File: src/rtl/regfile_arbiter_pkg.sv
// rtl/regfile_arbiter_pkg.sv - shared types and constants for the register-file arbiter
package regfile_arbiter_pkg;

    localparam int DATA_W_DEF = 8;
    localparam int REQ_EXE    = 0;
    localparam int REQ_DBG    = 1;

    typedef enum logic [1:0] {
        ARB  = 2'd0,
        OWN0 = 2'd1,
        OWN1 = 2'd2
    } arb_state_t;

    typedef struct packed {
        logic valid;
        logic id;
        logic is_read;
    } rsp_s1_t;

    typedef struct packed {
        logic valid;
        logic id;
    } rsp_s2_t;

    function automatic logic [1:0] req_onehot(input logic id);
        return id ? 2'b10 : 2'b01;
    endfunction

endpackage

File: src/rtl/regfile_arbiter_if.sv
// rtl/regfile_arbiter_if.sv - requester-side command/response bundle of the arbiter
interface regfile_arbiter_if #(
    parameter int DATA_W = 8
);
    logic [1:0]          req;
    logic [1:0]          lock;
    logic [1:0]          we;
    logic [1:0]          waddr;
    logic [1:0]          raddr0;
    logic [1:0]          raddr1;
    logic [2*DATA_W-1:0] wdata;
    logic [1:0]          gnt;
    logic [1:0]          rvalid;
    logic [DATA_W-1:0]   rdata0;
    logic [DATA_W-1:0]   rdata1;

    modport master (
        output req, lock, we, waddr, raddr0, raddr1, wdata,
        input  gnt, rvalid, rdata0, rdata1
    );

    modport slave (
        input  req, lock, we, waddr, raddr0, raddr1, wdata,
        output gnt, rvalid, rdata0, rdata1
    );
endinterface

File: src/rtl/regfile_arbiter_rr_lock_arb.sv
// rtl/regfile_arbiter_rr_lock_arb.sv - round-robin two-way arbiter with bounded ownership lock
module rr_lock_arb
    import regfile_arbiter_pkg::*;
#(
    parameter int LOCK_MAX = 8,
    parameter int CNT_W    = 4
) (
    input  logic       sysclk,
    input  logic       rst,
    input  logic [1:0] req,
    input  logic [1:0] lock,
    output logic [1:0] gnt
);

    arb_state_t       state;
    arb_state_t       state_nxt;
    logic             last;
    logic             last_nxt;
    logic [CNT_W-1:0] lock_cnt;
    logic [CNT_W-1:0] lock_cnt_nxt;
    logic             own_id;
    logic             expired;

    assign own_id  = (state == OWN1);
    assign expired = (lock_cnt == CNT_W'(LOCK_MAX));

    always_ff @(posedge sysclk) begin
        if (rst) begin
            state    <= ARB;
            last     <= 1'b1;
            lock_cnt <= '0;
        end else begin
            state    <= state_nxt;
            last     <= last_nxt;
            lock_cnt <= lock_cnt_nxt;
        end
    end

    always_comb begin
        state_nxt    = state;
        last_nxt     = last;
        lock_cnt_nxt = lock_cnt;
        case (state)
            ARB: begin
                if (|gnt) begin
                    last_nxt = gnt[1];
                    if (lock[gnt[1]]) begin
                        state_nxt    = gnt[1] ? OWN1 : OWN0;
                        lock_cnt_nxt = CNT_W'(1);
                    end
                end
            end
            OWN0, OWN1: begin
                // Forced release hands the next tie to the other requester.
                if (expired) begin
                    state_nxt    = ARB;
                    last_nxt     = own_id;
                    lock_cnt_nxt = '0;
                end else begin
                    lock_cnt_nxt = lock_cnt + CNT_W'(1);
                    if (|gnt) begin
                        last_nxt = own_id;
                    end
                    if (!lock[own_id]) begin
                        state_nxt    = ARB;
                        lock_cnt_nxt = '0;
                    end
                end
            end
            default: begin
                state_nxt    = ARB;
                lock_cnt_nxt = '0;
            end
        endcase
    end

    always_comb begin
        gnt = 2'b00;
        if (!rst) begin
            case (state)
                ARB: begin
                    case (req)
                        2'b01:   gnt = 2'b01;
                        2'b10:   gnt = 2'b10;
                        2'b11:   gnt = last ? 2'b01 : 2'b10;
                        default: gnt = 2'b00;
                    endcase
                end
                OWN0, OWN1: begin
                    if (!expired && req[own_id]) begin
                        gnt = req_onehot(own_id);
                    end
                end
                default: gnt = 2'b00;
            endcase
        end
    end

endmodule

File: src/rtl/regfile_arbiter.sv
// rtl/regfile_arbiter.sv - shares the 2x8 register file between EXE and debug requesters
module regfile_arbiter
    import regfile_arbiter_pkg::*;
#(
    parameter int DATA_W   = DATA_W_DEF,
    parameter int LOCK_MAX = 8,
    parameter int CNT_W    = 4
) (
    input  logic              sysclk,
    input  logic              rst,
    regfile_arbiter_if.slave  bus,
    output logic              rf_rw,
    output logic              rf_wsel,
    output logic [1:0]        rf_rsel,
    output logic [DATA_W-1:0] rf_w,
    input  logic [DATA_W-1:0] rf_read0,
    input  logic [DATA_W-1:0] rf_read1
);

    logic [1:0]        gnt;
    logic              gnt_any;
    logic              gnt_id;
    logic              sel_we;
    logic              sel_waddr;
    logic              sel_raddr0;
    logic              sel_raddr1;
    logic [DATA_W-1:0] sel_wdata;
    rsp_s1_t           s1;
    rsp_s2_t           s2;

    rr_lock_arb #(
        .LOCK_MAX (LOCK_MAX),
        .CNT_W    (CNT_W)
    ) u_arb (
        .sysclk (sysclk),
        .rst    (rst),
        .req    (bus.req),
        .lock   (bus.lock),
        .gnt    (gnt)
    );

    assign bus.gnt = gnt;
    assign gnt_any = |gnt;
    assign gnt_id  = gnt[REQ_DBG];

    assign sel_we     = bus.we[gnt_id];
    assign sel_waddr  = bus.waddr[gnt_id];
    assign sel_raddr0 = bus.raddr0[gnt_id];
    assign sel_raddr1 = bus.raddr1[gnt_id];
    assign sel_wdata  = gnt_id ? bus.wdata[2*DATA_W-1:DATA_W] : bus.wdata[DATA_W-1:0];

    // Idle cycles issue a harmless read and keep the last address/data on the pins.
    always_ff @(posedge sysclk) begin
        if (rst) begin
            rf_rw   <= 1'b0;
            rf_wsel <= 1'b0;
            rf_rsel <= 2'b11;
            rf_w    <= '0;
        end else if (gnt_any) begin
            rf_rw   <= sel_we;
            rf_wsel <= sel_waddr;
            rf_rsel <= {~sel_raddr1, ~sel_raddr0};
            rf_w    <= sel_wdata;
        end else begin
            rf_rw   <= 1'b0;
        end
    end

    always_ff @(posedge sysclk) begin
        if (rst) begin
            s1 <= '0;
            s2 <= '0;
        end else begin
            s1.valid   <= gnt_any;
            s1.id      <= gnt_id;
            s1.is_read <= gnt_any & ~sel_we;
            s2.valid   <= s1.valid & s1.is_read;
            s2.id      <= s1.id;
        end
    end

    assign bus.rvalid = s2.valid ? req_onehot(s2.id) : 2'b00;
    assign bus.rdata0 = rf_read0;
    assign bus.rdata1 = rf_read1;

endmodule

File: src/flat_wrapper.sv
// flat-port wrapper written by rule: the top's interface ports become plain ports
module regfile_arbiter_flat import regfile_arbiter_pkg::*;
#(
    parameter int DATA_W   = DATA_W_DEF,
    parameter int LOCK_MAX = 8,
    parameter int CNT_W    = 4
)
  (sysclk, rst, rf_rw, rf_wsel, rf_rsel, rf_w, rf_read0, rf_read1, bus_req, bus_lock, bus_we, bus_waddr, bus_raddr0, bus_raddr1, bus_wdata, bus_gnt, bus_rvalid, bus_rdata0, bus_rdata1);
  regfile_arbiter_if #(.DATA_W(DATA_W)) bus_i ();
  input  logic sysclk;
  input  logic rst;
  output logic rf_rw;
  output logic rf_wsel;
  output logic [1:0] rf_rsel;
  output logic [DATA_W-1:0] rf_w;
  input  logic [DATA_W-1:0] rf_read0;
  input  logic [DATA_W-1:0] rf_read1;
  input wire logic [$bits(bus_i.req)-1:0] bus_req;
  input wire logic [$bits(bus_i.lock)-1:0] bus_lock;
  input wire logic [$bits(bus_i.we)-1:0] bus_we;
  input wire logic [$bits(bus_i.waddr)-1:0] bus_waddr;
  input wire logic [$bits(bus_i.raddr0)-1:0] bus_raddr0;
  input wire logic [$bits(bus_i.raddr1)-1:0] bus_raddr1;
  input wire logic [$bits(bus_i.wdata)-1:0] bus_wdata;
  output wire logic [$bits(bus_i.gnt)-1:0] bus_gnt;
  output wire logic [$bits(bus_i.rvalid)-1:0] bus_rvalid;
  output wire logic [$bits(bus_i.rdata0)-1:0] bus_rdata0;
  output wire logic [$bits(bus_i.rdata1)-1:0] bus_rdata1;
  assign bus_i.req = bus_req;
  assign bus_i.lock = bus_lock;
  assign bus_i.we = bus_we;
  assign bus_i.waddr = bus_waddr;
  assign bus_i.raddr0 = bus_raddr0;
  assign bus_i.raddr1 = bus_raddr1;
  assign bus_i.wdata = bus_wdata;
  assign bus_gnt = bus_i.gnt;
  assign bus_rvalid = bus_i.rvalid;
  assign bus_rdata0 = bus_i.rdata0;
  assign bus_rdata1 = bus_i.rdata1;
  regfile_arbiter #(.DATA_W(DATA_W), .LOCK_MAX(LOCK_MAX), .CNT_W(CNT_W)) u_core (.sysclk(sysclk), .rst(rst), .bus(bus_i), .rf_rw(rf_rw), .rf_wsel(rf_wsel), .rf_rsel(rf_rsel), .rf_w(rf_w), .rf_read0(rf_read0), .rf_read1(rf_read1));
endmodule
File: config.mk
export PLATFORM = sky130hd
export DESIGN_NAME = regfile_arbiter_flat
export DESIGN_NICKNAME = d
export VERILOG_FILES = /design/src/rtl/regfile_arbiter_pkg.sv /design/src/rtl/regfile_arbiter_if.sv /design/src/rtl/regfile_arbiter_rr_lock_arb.sv /design/src/rtl/regfile_arbiter.sv /design/src/flat_wrapper.sv
export SDC_FILE = /design/constraint.sdc
export NUM_CORES = 1
export LEC_CHECK = 0
export BUFFER_PORTS_ARGS = -buffer_cell sky130_fd_sc_hd__buf_4
export CAP_MARGIN = 20
export CELL_PAD_IN_SITES_DETAIL_PLACEMENT = 1
export CELL_PAD_IN_SITES_GLOBAL_PLACEMENT = 1
export CORE_ASPECT_RATIO = 1.25
export CORE_UTILIZATION = 32
export DETAILED_ROUTE_END_ITERATION = 8
export PLACE_DENSITY = 0.89
export SLEW_MARGIN = 20
export SYNTH_ARGS = -nofsm -noshare
export SYNTH_HDL_FRONTEND = slang
export SYNTH_SLANG_ARGS = --single-unit
File: constraint.sdc
create_clock -name sysclk -period 2.4 [get_ports sysclk]
set_clock_uncertainty 0.2 [all_clocks]
set_input_delay 0.48 -clock sysclk [delete_from_list [all_inputs] [get_ports sysclk]]
set_output_delay 0.48 -clock sysclk [all_outputs]
set_load 0.01 [all_outputs]
# Word-level counts from Yosys, hierarchy flattened
# Index checks and enable logic that the tools add are counted.
# word_totals
reg_bits	24
inputBits	46
output_inout_bits	32
wordCells	79
# op_classes
add_sub_neg	1
order_cmp	2
eq_ne	10
muxes	38
n_bitwise	6
n_reduce_logical	10
# ops
op	n
2-bit two-way mux	11
1-bit two-way mux	17
4-bit two-way mux	4
8-bit two-way mux	1
2-bit one-hot mux with 2 select lines	2
4-bit one-hot mux with 2 select lines	1
2-bit equality test (second input constant)	3
2-bit one-hot mux with 3 select lines	1
3-bit AND reduction	2
2-bit OR reduction	3
4-bit by 1-bit adder with 4-bit output (second input constant)	1
2-bit by 1-bit equality test with 1-bit output (second input constant)	2
4-bit equality test (second input constant)	1
1-bit by 2-bit < comparator with 1-bit output (second input constant)	2
1-bit NOT	4
3-bit by 2-bit != test with 1-bit output (second input constant)	1
3-bit != test (second input constant)	1
1-bit AND	2
2-bit logical NOT	1
2-bit by 1-bit != test with 1-bit output (second input constant)	1
2-bit != test (second input constant)	1
1-bit one-hot mux with 2 select lines	1
2-bit AND reduction	1
2-bit nonzero test	1
other kinds (2)	2

# Depth between registers and ports, before layout
# logic_depth
word_depth	12
depth_mapped	9
depth_no_buf	8

# Modules after synthesis
# A second synthesis with hierarchy kept.
# hier_totals
cells_unflattened	151
hier_area_um2	1426.4
# modules_own_cells
module	instances	cells_each	area_per_inst_um2	seq_area_each_um2
regfile_arbiter	1	88	869.6	340.3
rr_lock_arb	1	63	556.8	140.1

# Worst setup path after synthesis
# OpenSTA, ideal clock, no wires.
# synth_path
path_type	register -> output
startpoint	register u_core.u_arb.state[1]
endpoint	output port bus_gnt[0]
t_arrival_ns	1.400
t_required_ns	1.720
path_slack_ns	0.320
path_stages_with_launch	7
n_path_buf	1
cell_sequence	dfxtp_1 inv_1 ha_1 a32oi_4 or2_4 inv_6 buf_12
# synth_between
elab_chain_len	7
elab_cells_between_ends	11
classes_between	2 x eq/ne; 6 x mux; 3 x reduce/logical
# synth_rtl
element	line_no	rtl
start, declared	regfile_arbiter_rr_lock_arb.sv:15	arb_state_t state;
start signal, assigned	regfile_arbiter_rr_lock_arb.sv:33	state <= state_nxt;
2-bit equality test	regfile_arbiter_rr_lock_arb.sv:24, regfile_arbiter_rr_lock_arb.sv:80	
1-bit two-way mux (implied by the code) (2 in series)	regfile_arbiter_rr_lock_arb.sv:90	if (!expired && req[own_id]) begin
1-bit logical AND	regfile_arbiter_rr_lock_arb.sv:90	
2-bit two-way mux	regfile_arbiter_rr_lock_arb.sv:90	
2-bit one-hot mux with 2 select lines (*)	regfile_arbiter_rr_lock_arb.sv:80	case (state)
2-bit two-way mux (*)	regfile_arbiter_rr_lock_arb.sv:79	if (!rst) begin
end, declared	flat_wrapper.sv:25	output wire logic [$bits(bus_i.gnt)-1:0] bus_gnt;
# Mark *: on every way between the ends. The rest lies on a longest branch, timed or not. The select of a mux whose other input is x is not followed.

# Worst setup path in the final report
# layout_path
startpoint	register u_core.u_arb.lock_cnt[0]
endpoint	output port bus_gnt[0]
# layout_between
elab_chain_len	6
# layout_rtl
element	line_no	rtl
start, declared	regfile_arbiter_rr_lock_arb.sv:19	logic [CNT_W-1:0] lock_cnt;
start signal, assigned	regfile_arbiter_rr_lock_arb.sv:35	lock_cnt <= lock_cnt_nxt;
4-bit equality test	regfile_arbiter_rr_lock_arb.sv:25	assign expired = (lock_cnt == CNT_W'(LOCK_MAX));
1-bit logical NOT	regfile_arbiter_rr_lock_arb.sv:90	
1-bit logical AND	regfile_arbiter_rr_lock_arb.sv:90	
2-bit two-way mux	regfile_arbiter_rr_lock_arb.sv:90	
2-bit one-hot mux with 2 select lines	regfile_arbiter_rr_lock_arb.sv:80	
2-bit two-way mux	regfile_arbiter_rr_lock_arb.sv:79	
# No other way between the ends.

==> reports/qor.csv <==
stage;metric;value;unit
global_routing;met1 global-route usage;17.6;%
drt;DRT Pass-1 Iters;4;
clocking;total CTS buffers;3;
final_layout;multi-input logic area;783;um2
logic_synthesis;Post-Synthesis Cells;156;
global_routing;met2 usage;29.7;%
drt;final WL;3840;um
final_layout;post-layout util;43.4;%
placement;hpwl dp;2600;um
global_routing;largest net degree at the start of global routing;29;
placement;port bufs;45;
global_routing;GRT Overall Usage;16.7;%
timing;Slew Limit Fails;0;
power;Pwr per Cell Area;602;nW/um2
drt;Post-route DRC;0;
logic_synthesis;Mapped Nets;207;
die;DIE WIDTH;62.2;um
drt;drt wl/cell;15.2;um
timing;WHS;0.203;ns
global_routing;number of global-route vias before repair;1338;
die;Die Y;77.3;um
min_path;Min-Delay Path Depth;2;
global_routing;GRT overflow;0;
timing;post-route clock period utilization;98.1;%
power;peak supply drop;339;uV
worst_setup_path;setup slack on the worst flop-to-flop path;0.19;ns
logic_synthesis;#FFs+latches synth;24;
clocking;latest clock arrival within the worst-skew pair;0.27;ns
worst_setup_path;slowest CP cell;dfxtp_2;
timing;Final min period;2.36;ns
power;Total Power;1.15;mW
clocking;CTS sink count;24;
final_layout;commonest cells after routing, fill and taps aside;buf_4, dfxtp_1, o21ai_0;
timing;max frequency;425;MHz
worst_setup_path;Worst EP required;1.72;ns
worst_setup_path;CP Class;reg2out;
placement;Placed Cells;242;
worst_setup_path;CP delay by family, top;flip-flops;
worst_setup_path;worst path arrival time;1.68;ns
run_status;outcome;finished clean;
final_layout;commonest non-fill, non-tap cell in the layout;buf_4;
worst_setup_path;CP Max Fanout;5;
final_layout;number of inserted diodes;0;
worst_setup_path;crit path capture type;output port;
final_layout;fillers;525;
worst_setup_path;startpoint types;register;
die;core area;4390;um2
drt;Via density;5.19;
timing;endpoints failing setup;0;
logic_synthesis;Yosys cell types;47;
timing;Hold Violations, Final;0;
worst_setup_path;Bufs and invs on worst path;3;
drt;Via Count;1308;
clocking;CTS tree;done;
timing;Least-Margin Pin Slew;0.404;ns
logic_synthesis;Synth Warn #;0;
worst_setup_path;WP depth;7;
timing;Rel. slew slack;72.4;%
global_routing;GR Util met3;2.53;%
final_layout;share of layout cells above drive strength 1;43.8;%
power;P_leak;0.790;nW
die;num ports;78;
logic_synthesis;synthesized area per cell;9.30;um2
final_layout;synth-to-layout area growth;31.5;%
logic_synthesis;register area share after synthesis;33.1;%
worst_setup_path;CP Cell Sequence;inv_1 -> ha_4 -> nand3b_4 -> a32oi_4 -> or2_4 -> inv_8 -> buf_4;
worst_setup_path;reg2reg path depth;8;
clocking;H-tree depth;1;
drt;initial drt markers;19;
min_path;HP Class;in2reg;
global_routing;first-pass GRT wire length;6240;um
final_layout;Layout Cells excl Fill;252;
drt;antenna-violating nets left;0;
clocking;Reg clk slew, reported paths;0.09;ns
die;Starting Density;33.0;%
die;Die ar.;4810;um2
die;floorplan row count;27;
placement;RePlAce Congestion;0.959;
global_routing;GRT busiest layer;met2;
clocking;Max Buffers Root-to-Sink;2;
final_layout;Nets;246;
clocking;clock root cell;clkbuf_8;
final_layout;Seq. cell area;484;um2
worst_setup_path;slowest stage delay, CP;0.35;ns
logic_synthesis;Synth Cell Area;1450;um2
global_routing;initial antenna violation count;0;
flow_run;# Max-Cap Violations;0;
[where the power goes]
| part | switching, mW | total, mW | internal, mW |
|---|---|---|---|
| Sequential | 0.0219 | 0.461 | 0.439 |
| Clock | 0.136 | 0.359 | 0.223 |
| Combinational | 0.159 | 0.328 | 0.169 |
[area by class of cell]
type	instances	area share, %
Inverter	14	3.28
Sequential cell	24	25.4
Clock buffer	3	2.17
Multi-Input combinational cell	96	41.1
Clock inverter	1	1.57
Timing Repair Buffer	56	22.7
Tap cell	58	3.81
[worst register-to-register path, cell delays in order (launching register included)]
cell	delay, ns
dfxtp_2	0.37
ha_2	0.27
and4bb_4	0.23
a22oi_4	0.25
inv_4	0.09
nor4_4	0.28
buf_4	0.21
o221ai_1	0.13
o31ai_1	0.10
[cells in the mapped netlist, drive strengths merged]
cell type	n	share of area (%)
a2111oi	1	0.60
a211oi	1	0.52
a21o	1	0.52
a21oi	12	4.1
a221oi	1	1.0
a22oi	1	1.5
a31o	2	1.2
a32oi	1	1.9
a41oi	1	0.60
and2	3	1.4
and3	1	0.43
and4bb	2	2.0
buf	21	12
clkbuf	1	0.26
dfxtp	24	33
ha	5	4.3
inv	14	4.1
mux2	1	0.78
mux2i	9	6.2
nand2	7	1.8
nand2b	2	0.86
nand3	6	2.1
nand3b	1	1.4
nand4	2	0.86
nor2	5	1.5
nor2b	2	0.86
nor3	1	0.34
nor4	1	1.5
o2111ai	1	0.60
o211ai	2	1.0
o21ai	14	4.8
o221ai	2	1.2
o311ai	2	1.7
o31ai	3	1.6
or2	2	1.2
or2b	1	0.52
[registers in the layout, indices dropped and copies added, names as in the netlist]
name / count
u_core.u_arb.lock_cnt: 4
u_core.u_arb.state: 2
u_core.rf_wsel: 1
u_core.s1: 3
u_core.rf_w: 8
u_core.u_arb.last: 1
u_core.rf_rsel: 2
u_core.rf_rw: 1
u_core.s2: 2
[worst paths after layout]
| check | startpoint | to |
|---|---|---|
| worst min register to register | u_core.s1[1] | u_core.s2[0] |
| worst min-delay path | bus_we[0] | u_core.s1[0] |
| worst max register to register | u_core.u_arb.state[1] | u_core.u_arb.lock_cnt[0] |
| worst max-delay path | u_core.u_arb.lock_cnt[0] | bus_gnt[0] |
[per-stage QoR]
step                      TNS, ns  cell area [um2]  setup slack (ns)
after floorplan                 0             1450             0.320
after global placement          0             1740             0.201
after detailed placement        0             1740             0.145
after CTS                       0             1860            0.0173
after global routing      -0.0185             1910           -0.0185
final                           0             1910            0.0448
[timing repair]
item | in CTS | in global routing
hold endpoints to repair | 0 | 0
pin swaps | 2 | 3
setup buffers | 2 | 4
endpoints found under the setup margin | 2 | 2
gates resized for setup | 10 | 3
hold buffers | 0 | 0
[metal layers]
metal,share of wire (%),vias to the layer above
met5,0,-
met4,5.3,0
met3,5.9,20
met2,52,56
met1,37,617
li1,-,615
[cell families (layout without fill, tap and decap cells)]
group           Yosys count  in the layout  share of synthesized area (%)
buf+inv                  36             74                           16.0
flops                    24             24                           33.1
compound gates           45             45                           23.0
simple gates             36             36                           16.7
fa+ha+maj                 5              5                           4.31
mux                      10             10                           6.99
No activity file was read; power rests on OpenSTA's default activity.
